[config.mk]
export PLATFORM = sky130hd
export DESIGN_NAME = mem_stage
export DESIGN_NICKNAME = d
export VERILOG_FILES = /design/src/rtl/cpu_pkg.sv /design/src/rtl/mem_wb_reg.sv /design/src/rtl/mem_stage.sv
export SDC_FILE = /design/constraint.sdc
export NUM_CORES = 1
export LEC_CHECK = 0
export CAP_MARGIN = 10
export CORE_AREA = 5 5 130 132
export CTS_BUF_LIST = sky130_fd_sc_hd__clkbuf_4
export DETAILED_ROUTE_END_ITERATION = 16
export DIE_AREA = 0 0 135 137
export PLACE_DENSITY = 0.75
export SLEW_MARGIN = 20
export SYNTH_ARGS = -nofsm -noshare
export SYNTH_HDL_FRONTEND = slang
export SYNTH_HIERARCHICAL = 1
export SYNTH_SLANG_ARGS = --single-unit
[constraint.sdc]
create_clock -name clk -period 1.93 [get_ports clk]
set_input_delay 0.2895 -clock clk [delete_from_list [all_inputs] [get_ports clk]]
set_output_delay 0.2895 -clock clk [all_outputs]
set_load 0.03 [all_outputs]
[src/rtl/cpu_pkg.sv]
`default_nettype none
// ----------------------------------------------------------------------------
// cpu_pkg : shared widths and MEM-stage FSM encoding
// Rev 1.0
// ----------------------------------------------------------------------------
package cpu_pkg;
    localparam int DATA_W = 32;
    localparam int ADDR_W = 16;
    localparam int RD_W   = 3;

    typedef enum logic [0:0] {
        IDLE = 1'b0,
        BUSY = 1'b1
    } state_e;
endpackage
`default_nettype wire

[src/rtl/mem_wb_reg.sv]
`default_nettype none
// ----------------------------------------------------------------------------
// mem_wb_reg : MEM/WB boundary register with load enable, async active-low reset
// Rev 1.0
// ----------------------------------------------------------------------------
module mem_wb_reg #(
    parameter int DATA_W = cpu_pkg::DATA_W,
    parameter int RD_W   = cpu_pkg::RD_W
) (
    input  logic              clk,
    input  logic              rst_n,
    input  logic              i_en,
    input  logic              i_regwrite,
    input  logic              i_memtoreg,
    input  logic [DATA_W-1:0] i_rdata,
    input  logic [DATA_W-1:0] i_out,
    input  logic [RD_W-1:0]   i_rd,
    output logic              o_regwrite,
    output logic              o_memtoreg,
    output logic [DATA_W-1:0] o_rdata,
    output logic [DATA_W-1:0] o_out,
    output logic [RD_W-1:0]   o_rd
);
    logic              r_regwrite;
    logic              r_memtoreg;
    logic [DATA_W-1:0] r_rdata;
    logic [DATA_W-1:0] r_out;
    logic [RD_W-1:0]   r_rd;

    always_ff @(posedge clk or negedge rst_n) begin
        if (!rst_n) begin
            r_regwrite <= 1'b0;
            r_memtoreg <= 1'b0;
            r_rdata    <= '0;
            r_out      <= '0;
            r_rd       <= '0;
        end else if (i_en) begin
            r_regwrite <= i_regwrite;
            r_memtoreg <= i_memtoreg;
            r_rdata    <= i_rdata;
            r_out      <= i_out;
            r_rd       <= i_rd;
        end
    end

    assign o_regwrite = r_regwrite;
    assign o_memtoreg = r_memtoreg;
    assign o_rdata    = r_rdata;
    assign o_out      = r_out;
    assign o_rd       = r_rd;
endmodule
`default_nettype wire

[src/rtl/mem_stage.sv]
`default_nettype none
// ----------------------------------------------------------------------------
// mem_stage : data-memory access over req/ready with upstream stall, MEM/WB out
// Optional watchdog: define MEM_TIMEOUT_EN.   Rev 1.0
// ----------------------------------------------------------------------------
module mem_stage #(
    parameter int DATA_W         = cpu_pkg::DATA_W,
    parameter int ADDR_W         = cpu_pkg::ADDR_W,
    parameter int RD_W           = cpu_pkg::RD_W,
    parameter int TIMEOUT_CYCLES = 64
) (
    input  logic              clk,
    input  logic              rst_n,
    input  logic              MEM_regwrite,
    input  logic              MEM_memtoreg,
    input  logic              MEM_memread,
    input  logic              MEM_memwrite,
    input  logic [DATA_W-1:0] MEM_out,
    input  logic [DATA_W-1:0] MEM_wdata,
    input  logic [RD_W-1:0]   MEM_rd,
    output logic              mem_stall,
    output logic              dmem_req,
    output logic              dmem_we,
    output logic [ADDR_W-1:0] dmem_addr,
    output logic [DATA_W-1:0] dmem_wdata,
    input  logic              dmem_ready,
    input  logic [DATA_W-1:0] dmem_rdata,
    output logic              WB_regwrite,
    output logic              WB_memtoreg,
    output logic [DATA_W-1:0] WB_rdata,
    output logic [DATA_W-1:0] WB_out,
    output logic [RD_W-1:0]   WB_rd,
    output logic              mem_err
);
    import cpu_pkg::*;

    state_e            r_state;
    state_e            w_state_nxt;
    logic              r_h_regwrite;
    logic              r_h_memtoreg;
    logic              r_h_we;
    logic [RD_W-1:0]   r_h_rd;
    logic [DATA_W-1:0] r_h_out;
    logic [DATA_W-1:0] r_h_wdata;

    logic              w_busy;
    logic              w_memop;
    logic              w_timeout;
    logic              w_wb_en;
    logic              w_wb_regwrite;
    logic              w_wb_memtoreg;
    logic [DATA_W-1:0] w_wb_rdata;
    logic [DATA_W-1:0] w_wb_out;
    logic [RD_W-1:0]   w_wb_rd;

    if (TIMEOUT_CYCLES < 1) begin : g_bad_timeout
        $error("TIMEOUT_CYCLES must be at least 1");
    end

    assign w_busy  = (r_state == BUSY);
    assign w_memop = MEM_memread | MEM_memwrite;

    always_ff @(posedge clk or negedge rst_n) begin
        if (!rst_n) begin
            r_state      <= IDLE;
            r_h_regwrite <= 1'b0;
            r_h_memtoreg <= 1'b0;
            r_h_we       <= 1'b0;
            r_h_rd       <= '0;
            r_h_out      <= '0;
            r_h_wdata    <= '0;
        end else begin
            r_state <= w_state_nxt;
            if (!w_busy && w_memop) begin
                r_h_regwrite <= MEM_regwrite;
                r_h_memtoreg <= MEM_memtoreg;
                r_h_we       <= MEM_memwrite;
                r_h_rd       <= MEM_rd;
                r_h_out      <= MEM_out;
                r_h_wdata    <= MEM_wdata;
            end
        end
    end

    // Bubbles keep the surrounding fields but never enable a register write.
    always_comb begin
        w_state_nxt   = r_state;
        w_wb_en       = 1'b0;
        w_wb_regwrite = 1'b0;
        w_wb_memtoreg = MEM_memtoreg;
        w_wb_rdata    = '0;
        w_wb_out      = MEM_out;
        w_wb_rd       = MEM_rd;
        case (r_state)
            IDLE: begin
                w_wb_en = 1'b1;
                if (w_memop) begin
                    w_state_nxt = BUSY;
                end else begin
                    w_wb_regwrite = MEM_regwrite;
                end
            end
            BUSY: begin
                w_wb_memtoreg = r_h_memtoreg;
                w_wb_out      = r_h_out;
                w_wb_rd       = r_h_rd;
                if (dmem_ready) begin
                    w_wb_en       = 1'b1;
                    w_wb_regwrite = r_h_regwrite;
                    w_wb_rdata    = r_h_we ? '0 : dmem_rdata;
                    w_state_nxt   = IDLE;
                end else if (w_timeout) begin
                    w_wb_en     = 1'b1;
                    w_state_nxt = IDLE;
                end
            end
            default: w_state_nxt = IDLE;
        endcase
    end

`ifdef MEM_TIMEOUT_EN
    localparam int CNT_W = $clog2(TIMEOUT_CYCLES + 1);

    logic [CNT_W-1:0] r_cnt;
    logic             r_err;

    // Ready on the limit edge wins, so the timeout is qualified by ~dmem_ready.
    assign w_timeout = w_busy & ~dmem_ready & (r_cnt == CNT_W'(TIMEOUT_CYCLES - 1));

    always_ff @(posedge clk or negedge rst_n) begin
        if (!rst_n) begin
            r_cnt <= '0;
            r_err <= 1'b0;
        end else begin
            if (!w_busy) begin
                r_cnt <= '0;
            end else if (!dmem_ready) begin
                r_cnt <= r_cnt + 1'b1;
            end
            if (w_timeout) begin
                r_err <= 1'b1;
            end
        end
    end

    assign mem_err = r_err;
`else
    assign w_timeout = 1'b0;
    assign mem_err   = 1'b0;
`endif

    assign mem_stall  = w_busy;
    assign dmem_req   = w_busy;
    assign dmem_we    = r_h_we;
    assign dmem_addr  = r_h_out[ADDR_W-1:0];
    assign dmem_wdata = r_h_wdata;

    mem_wb_reg #(
        .DATA_W (DATA_W),
        .RD_W   (RD_W)
    ) u_mem_wb_reg (
        .clk        (clk),
        .rst_n      (rst_n),
        .i_en       (w_wb_en),
        .i_regwrite (w_wb_regwrite),
        .i_memtoreg (w_wb_memtoreg),
        .i_rdata    (w_wb_rdata),
        .i_out      (w_wb_out),
        .i_rd       (w_wb_rd),
        .o_regwrite (WB_regwrite),
        .o_memtoreg (WB_memtoreg),
        .o_rdata    (WB_rdata),
        .o_out      (WB_out),
        .o_rd       (WB_rd)
    );
endmodule
`default_nettype wire

# Word-level counts from Yosys, hierarchy flattened
# Cells that the tools add are included.
# word_totals
ff_bits,140
out_inout_bits,121
wordCells,30
# classes
muxes,14
bitwise_logic,2
n_reduce_logical,2
# ops
op,n
$mux W32,4
$mux W1,6
$pmux W1 S2,3
$mux W3,1
$logic_and A1 B1 Y1,1
$logic_not A1 Y1,1
$not A1 Y1,1
$or A1 B1 Y1,1

# Longest topological paths before layout
# Gate-level depths: netlist of the first run.
# depth
word_depth,3
ltp_mapped,7
ltp_nobuf,3

# Hierarchy
# The synthesis of the first run kept the hierarchy.
# by_module_without_submodules
module,instances,cells_per_inst,area_each_um2
mem_stage,1,253,3499.6
mem_wb_reg,1,146,2603.7

# Worst setup path before layout of the first run
# No wires, ideal clock.
# synth_path
path_kind,register -> register
startpoint,register r_state (netlist: dmem_req)
endpoint,register u_mem_wb_reg.r_rdata[20] (netlist: u_mem_wb_reg/o_rdata[20])
arrival_ps,1685
required_time_ps,1805
setup_slack_ps,120
stages_incl_launch_ff,8
synth_period_minus_slack_ps,1810
cell_sequence,dfrtp_1 > buf_2 > buf_2 > nand2b_1 > buf_6 > buf_6 > buf_8 > mux2_4
# synth_via
elab_chain_len,2
# synth_lines
element,line,text
"start, declared",mem_stage.sv:37,state_e r_state;
"start signal, assigned",mem_stage.sv:73,r_state <= w_state_nxt;
$not A1 Y1,-,
$pmux W1 S2 (*),mem_stage.sv:94,case (r_state)
named net w_wb_en,mem_stage.sv:49,logic w_wb_en;
"end signal, assigned",mem_wb_reg.sv:40,r_rdata <= i_rdata;
"end, declared",mem_wb_reg.sv:26,logic [DATA_W-1:0] r_rdata;
# Mark *: on every way through the listed nets, which the timed path passes. The rest lies on a longest branch.
# A chain may end at the register's enable or synchronous reset.

# Worst setup path after layout of the first run
# layout_path
startpoint,register u_mem_wb_reg.r_out[11] (netlist: u_mem_wb_reg/o_out[11])
endpoint,output WB_out[11]
# layout_rtl
element,line,text
"start, declared",mem_wb_reg.sv:27,logic [DATA_W-1:0] r_out;
"start signal, assigned",mem_wb_reg.sv:41,r_out <= i_out;
"end, declared",mem_stage.sv:31,"output logic [DATA_W-1:0] WB_out,"
# No word-level cell between the ends.

==> impl_results.md, run 1 <==
- Count of filler cells inserted in the layout: 1323
- Source-to-sink clock delay at the later pin of the worst-skew pair: 0.51 ns
- Vertical die dimension: 137 um
- Leading register cell type out of synthesis: dfrtp_1
- Setup Skew: 0.0137 ns
- Max-cap violations: 0
- Largest area contributor in the synthesized netlist: dfrtp_1
- Static power due to leakage: 4.25 nW
- Total area of sequential cells: 3500 um^2
- Final worst-path cycle share: 94.6%
- Placement row count: 46
- Crit start category: register
- DRC violation count after routing: 0
- Total of flip-flops plus latches after synthesis: 140
- Number of buffers inserted during clock tree synthesis: 17
- Worst-path maximum fanout: 2
- Number of antenna cells inserted: 0
- Core ar.: 15600 um^2
- Overall overflow remaining after global route: 0
- Vias in the first global route: 4393
- CP top delay family: buffers and inverters
- Hold Crit Class: in2async
- IO buf count: 225
- Starting utilization of the core area: 39.1%
- Fraction of synthesis flops using an asynchronous set or reset pin: 100%
- Starting DRT DRC Count: 77
- Cell-by-cell listing of the critical path: clkdlybuf4s50_1
- Syn_area_per_cell: 15.3 um^2
- Root cell of the clock tree: clkbuf_4
- Clock Sinks: 140
- Post-synthesis sequential area ratio: 57.4%
- Worst setup slack after placement: 0.0922 ns
- Area of all placed cells without fillers: 8740 um^2
- Area share of the largest cell type after synthesis: 57.4%
- Min setup slack post-route: 0.103 ns
- Biggest area contributors in the synthesized netlist: dfrtp_1 57%, mux2_2 28%, mux2_4 4.9%
- Last weighted congestion value of the routability-driven placer: 0.720
- Overall global routing resource usage: 16.2%
- Global-route wire length before repair: 23200 um
- Number of cells produced by synthesis: 399
- Net count after synthesis: 505
- Final count of hold timing violations: 0
- Clock tree from TritonCTS: built
- IR Drop Worst-Case VDD: 0.505 mV
- Die outline area: 18500 um^2
- Master of the slowest instance on the critical path: clkdlybuf4s50_1
- Number of synthesized flops with an enable pin: 0
- Worst path bufs/invs: 1
- Setup TNS: 0 ns
- Area used by multi-input combinational logic: 2320 um^2
- Status: finished clean
- Number of detailed-route iterations in the first pass: 3
- Proportion of layout cells with a drive suffix above 1: 34.7%
- Category of the critical setup timing path: reg2out
- Commonest cells in the synthesized netlist: 154 x mux2_2, 140 x dfrtp_1, 32 x and2_1
- # IOs: 227
- Total design power: 0.00898 W
- Min Clock Period, post-route: 1.83 ns
- Detailed Route WL: 14800 um
- Final cell utilization of the core: 56.1%
- Peak clock frequency supported by timing: 547 MHz
- Data required time of the critical path: 1.64 ns
- Mean routed wirelength per cell: 17.6 um
- Worst setup EP type: output pin
- Final count of negative-setup-slack endpoints: 0
- Average via count per standard cell: 4.65
- Setup slack of the most critical reg-to-reg path: 0.37 ns
- Final #Nets: 718
- Placed wire-length estimate after detailed placement: 10700 um
- Antenna-violating nets left: 0
- Total via count in the routed design: 3910
- Pwr Density: 1030 nW/um^2
- Biggest cell delay along the critical path: 0.67 ns
- Count of buffers added by post-CTS timing repair for setup: 0
- Cell Area, Synth: 6100 um^2
- Instance area after placement: 8510 um^2
- H-tree level count: 4
- Antenna violations before repair: 0
- Critical path data arrival time: 1.54 ns
- Number of library cell types mapped by synthesis: 19
- Post-CTS clock slew at the launch and capture registers of the worst setup and hold paths: 0.12 ns
- Clock tree buffer depth: 2
- Yosys warning total: 6
- Die boundary width: 135 um
- Most used standard cell by instance count after synthesis: mux2_2
- Pin count of the biggest net entering global routing: 49
- Area growth from synthesis to layout: 43.3%
- Unrepaired setup endpoints after global routing: false
- Slew Viols, Final: 0
cell families (layout without fill, tap and decap cells):
family,Yosys count,after routing,share of synthesized area [%]
buffers and inverters,43,269,4.74
DFF,140,140,57.4
and+or+nand+nor,37,37,3.79
other,1,1,0.0614
AOI/OAI and AO/OA,4,4,0.677
muxes,174,174,33.3
power breakdown:
part,internal [W],total (W),leakage (nW),switching (W)
registers,0.00352,0.00383,1.70,0.000316
clock network,0.000972,0.00197,0.163,0.000998
logic,0.00145,0.00318,2.39,0.00173
placed cells by master (no fill, tap or decap), types with 2 or more instances in the layout:
| cell | instances |
|---|---|
| mux2_2 | 154 |
| dfrtp_1 | 139 |
| clkdlybuf4s50_1 | 107 |
| dlygate4sd2_1 | 96 |
| and2_1 | 32 |
| clkbuf_4 | 23 |
| dlymetal6s2s_1 | 21 |
| mux2_4 | 20 |
| buf_12 | 7 |
| clkinv_2 | 3 |
| bufinv_16 | 3 |
| inv_1 | 2 |
| clkinv_1 | 2 |
| buf_4 | 2 |
per-stage QoR:
stage / cells / hold slack (ns)
final: 841 / 0.290
after global routing: 841 / 0.246
after CTS: 841 / 0.220
after detailed placement: 808 / 0.269
after global placement: 808 / 0.268
after floorplan: 399 / -0.00609
what timing repair did:
| item | 4_1_cts | 5_1_grt |
|---|---|---|
| gates resized for setup | 96 | 21 |
| cloned | 0 | 0 |
| setup endpoints to repair | 96 | 21 |
| endpoints found under the hold margin | 45 | 0 |
| hold buffers | 1 | 0 |
registers in the layout, summed over array words and instances, names as in the netlist:
signal / cells
u_mem_wb_reg/o_rdata: 32
u_mem_wb_reg/o_out: 32
dmem_wdata: 32
u_mem_wb_reg/o_memtoreg: 1
r_h_regwrite: 1
dmem_we: 1
r_h_out: 32
r_h_rd: 3
u_mem_wb_reg/o_rd: 3
dmem_req: 1
u_mem_wb_reg/o_regwrite: 1
r_h_memtoreg: 1
path summary, 6_finish.rpt:
| path | start | endpoint | depth (start not counted) |
|---|---|---|---|
| max | u_mem_wb_reg/o_out[11] | WB_out[11] | 1 |
| min | rst_n | u_mem_wb_reg/o_out[14] | 2 |
| max reg2reg | dmem_req | u_mem_wb_reg/o_rd[2] | 3 |
| min reg2reg | dmem_wdata[25] | dmem_wdata[25] | 1 |
| max in group asynchronous | rst_n | u_mem_wb_reg/o_rdata[20] | 3 |
| min in group clk | MEM_wdata[23] | dmem_wdata[23] | 2 |
routing by layer:
layer	global-route usage [%]	up-vias	routed length [um]	part of all wire, %
li1	-	1810	-	-
met1	18.1	1949	5590	38
met2	28.4	127	7890	53
met3	5.44	24	988	6.7
met4	6.55	0	307	2.1
met5	0	-	0	0
area by class of cell:
| type | count | share of cell area, % |
|---|---|---|
| Inverter | 2 | 0.0858 |
| Multi-Input combinational cell | 216 | 26.5 |
| Tap cell | 216 | 3.09 |
| Clock buffer | 23 | 1.97 |
| Clock inverter | 9 | 1.37 |
| Timing Repair Buffer | 235 | 26.9 |
| Sequential cell | 140 | 40.1 |
Note: power is estimated with default switching activity, not from simulation.
==> run 2, diff against run 1 <==
Settings changed: PLACE_DENSITY 0.75 to 0.77.
==> impl_results.md, run 2 (synthesized netlist as in run 1, its figures left out) <==
- Last weighted congestion value of the routability-driven placer: 0.729 (was 0.720)
- IO buf count: 225 (unchanged)
- IR Drop Worst-Case VDD: 0.512 mV (was 0.505 mV)
- Clock network fraction of design power: 17.4% (was 21.9%)
- Post-CTS clock slew at the launch and capture registers of the worst setup and hold paths: 0.10 ns (was 0.12 ns)
- Starting utilization of the core area: 39.1% (unchanged)
- Number of detailed-route iterations in the first pass: 4 (was 3)
- Internal power component: 0.00558 W (was 0.00593 W)
- Setup TNS: 0 ns (unchanged)
- Proportion of layout cells with a drive suffix above 1: 34.7% (about the same)
- Clock Sinks: 140 (unchanged)
- Number of buffers inserted during clock tree synthesis: 17 (unchanged)
- Overall overflow remaining after global route: 0 (unchanged)
- Worst path bufs/invs: 1 (unchanged)
- Placed wire-length estimate after detailed placement: 10800 um (was 10700 um)
- H-tree level count: 4 (unchanged)
- Vertical die dimension: 137 um (unchanged)
- Clock tree from TritonCTS: built (unchanged)
- Final worst-path cycle share: 93.3% (was 94.6%)
- Setup Skew: 0.00843 ns (was 0.0137 ns)
- End point of the critical path: WB_rdata[25] (was WB_out[11])
- Area growth from synthesis to layout: 45.2% (was 43.3%)
- Detailed Route WL: 14800 um (about the same)
- Source-to-sink clock delay at the later pin of the worst-skew pair: 0.50 ns (was 0.51 ns)
- Setup slack of the most critical reg-to-reg path: 0.40 ns (was 0.37 ns)
- Number of antenna cells inserted: 0 (unchanged)
- Endpoint of the lowest-slack register-to-register path: u_mem_wb_reg/o_out[28] (was u_mem_wb_reg/o_rd[2])
- Overall global routing resource usage: 16.0% (was 16.2%)
- Unrepaired setup endpoints after global routing: false (unchanged)
- Starting DRT DRC Count: 121 (was 77)
- Core ar.: 15600 um^2 (unchanged)
- DRC violation count after routing: 0 (unchanged)
- Worst Hold Slack: 0.279 ns (was 0.290 ns)
- Worst setup EP type: output pin (unchanged)
- Final cell utilization of the core: 56.8% (was 56.1%)
- Instance area after placement: 8580 um^2 (was 8510 um^2)
- Peak clock frequency supported by timing: 555 MHz (was 547 MHz)
- Placement row count: 46 (unchanged)
- Vias in the first global route: 4372 (was 4393)
- Critical path data arrival time: 1.51 ns (was 1.54 ns)
- Count of cell instances traversed by the critical path: 1 (unchanged)
- Total via count in the routed design: 3872 (was 3910)
- Max-cap violations: 0 (unchanged)
- Status: finished clean (unchanged)
- Category of the critical setup timing path: reg2out (unchanged)
- Most frequent cells in the layout: 154 x mux2_2, 139 x dfrtp_1, 105 x clkdlybuf4s50_1, 61 x dlygate4sd2_1, 58 x dlymetal6s2s_1 (was 154 x mux2_2, 139 x dfrtp_1, 107 x clkdlybuf4s50_1, 96 x dlygate4sd2_1, 32 x and2_1)
- Root cell of the clock tree: clkbuf_4 (unchanged)
- Worst-path maximum fanout: 2 (unchanged)
- Startpoint of the most critical setup path: u_mem_wb_reg/o_rdata[25] (was u_mem_wb_reg/o_out[11])
- Data required time of the critical path: 1.64 ns (about the same)
- Crit start category: register (unchanged)
- Die boundary width: 135 um (unchanged)
- Area of all placed cells without fillers: 8860 um^2 (was 8740 um^2)
- Slew Viols, Final: 0 (unchanged)
- Commonest non-fill, non-tap cell in the layout: mux2_2 (unchanged)
- Power spent charging and discharging nets: 0.00303 W (was 0.00305 W)
- Master of the slowest instance on the critical path: clkdlybuf4s50_1 (unchanged)
- Static power due to leakage: 4.59 nW (was 4.25 nW)
- Part of the power in registers: 44.6% (was 42.7%)
- Global-route wire length before repair: 23000 um (was 23200 um)
- Hold Crit Class: in2async (unchanged)
- Final count of hold timing violations: 0 (unchanged)
- Switching share of power: 35.2% (was 33.9%)
- Cell-by-cell listing of the critical path: clkdlybuf4s50_1 (unchanged)
- Final #Nets: 722 (was 718)
- Antenna-violating nets left: 0 (unchanged)
- Startpoint of the worst-slack reg-to-reg timing path: dmem_req (unchanged)
- Cells on worst reg2reg path: 3 (unchanged)
- Antenna violations before repair: 0 (unchanged)
- Final count of negative-setup-slack endpoints: 0 (unchanged)
- # IOs: 227 (unchanged)
- Mean routed wirelength per cell: 17.5 um (was 17.6 um)
- Pwr Density: 971 nW/um^2 (was 1030 nW/um^2)
- Combinational share of power: 38.1% (was 35.4%)
- Average via count per standard cell: 4.59 (was 4.65)
- CP top delay family: buffers and inverters (unchanged)
- Biggest cell delay along the critical path: 0.67 ns (about the same)
- Clock tree buffer depth: 2 (unchanged)
- Min Clock Period, post-route: 1.80 ns (was 1.83 ns)
- Die outline area: 18500 um^2 (unchanged)
- Pin count of the biggest net entering global routing: 51 (was 49)
## run 2: metal layers
layer | global-route usage (%) | share of wire, % | wire length, um
met5 | 0 | 0 | 0
met4 | 4.76 | 1.2 | 176
met3 | 5.74 | 6.3 | 937
met2 | 28.2 | 53 | 7860
met1 | 18.3 | 39 | 5820
## run 2: power groups by stage
stage                     Clock, W  Sequential [W]  Combinational, W
after floorplan                  0         0.00468           0.00126
after global placement           0         0.00388           0.00348
after detailed placement         0         0.00392           0.00354
after CTS                  0.00160         0.00385           0.00336
after global routing       0.00171         0.00392           0.00345
final                      0.00150         0.00383           0.00328
## run 2: layout make-up
class	instances	area (um^2)
multi-input cells	216	2320
inverters	2	7.51
clock buffers	20	150
well taps	216	270
flip-flops and latches	140	3500
clock inverters	11	55.1
fillers	1288	6740
repair buffers	239	2550
## run 2: worst min-delay path by stage
| stage | start | to | slack, ns |
|---|---|---|---|
| after detailed placement | rst_n | u_mem_wb_reg/o_rdata[12] | 0.25 |
| after CTS | rst_n | u_mem_wb_reg/o_rdata[29] | 0.21 |
| after global routing | rst_n | u_mem_wb_reg/o_rdata[5] | 0.21 |
| after floorplan | rst_n | dmem_req | -0.006 |
| after global placement | rst_n | u_mem_wb_reg/o_rdata[12] | 0.24 |
| final | rst_n | u_mem_wb_reg/o_rdata[12] | 0.28 |
## run 2: metrics by stage
step                      worst slack, ns  total power (W)  instances
after floorplan                     0.120          0.00595        399
after global placement              0.133          0.00736        812
after detailed placement            0.106          0.00746        812
after CTS                        0.000827          0.00881        844
after global routing              0.00440          0.00907        844
final                               0.128          0.00861        844
## run 2: what timing repair did
item | in CTS | in global routing
gates resized for setup | 61 | 58
setup buffers | 0 | 0
hold buffers | 1 | 0
pin swaps | 0 | 0
setup endpoints to repair | 61 | 58
endpoints found under the hold margin | 40 | 0
==> run 3, diff against run 2 <==
Settings changed: GPL_ROUTABILITY_DRIVEN from default to 0.
==> results of run 3 <==
No change in the layout: final DEF, timing and power equal those of run 2.
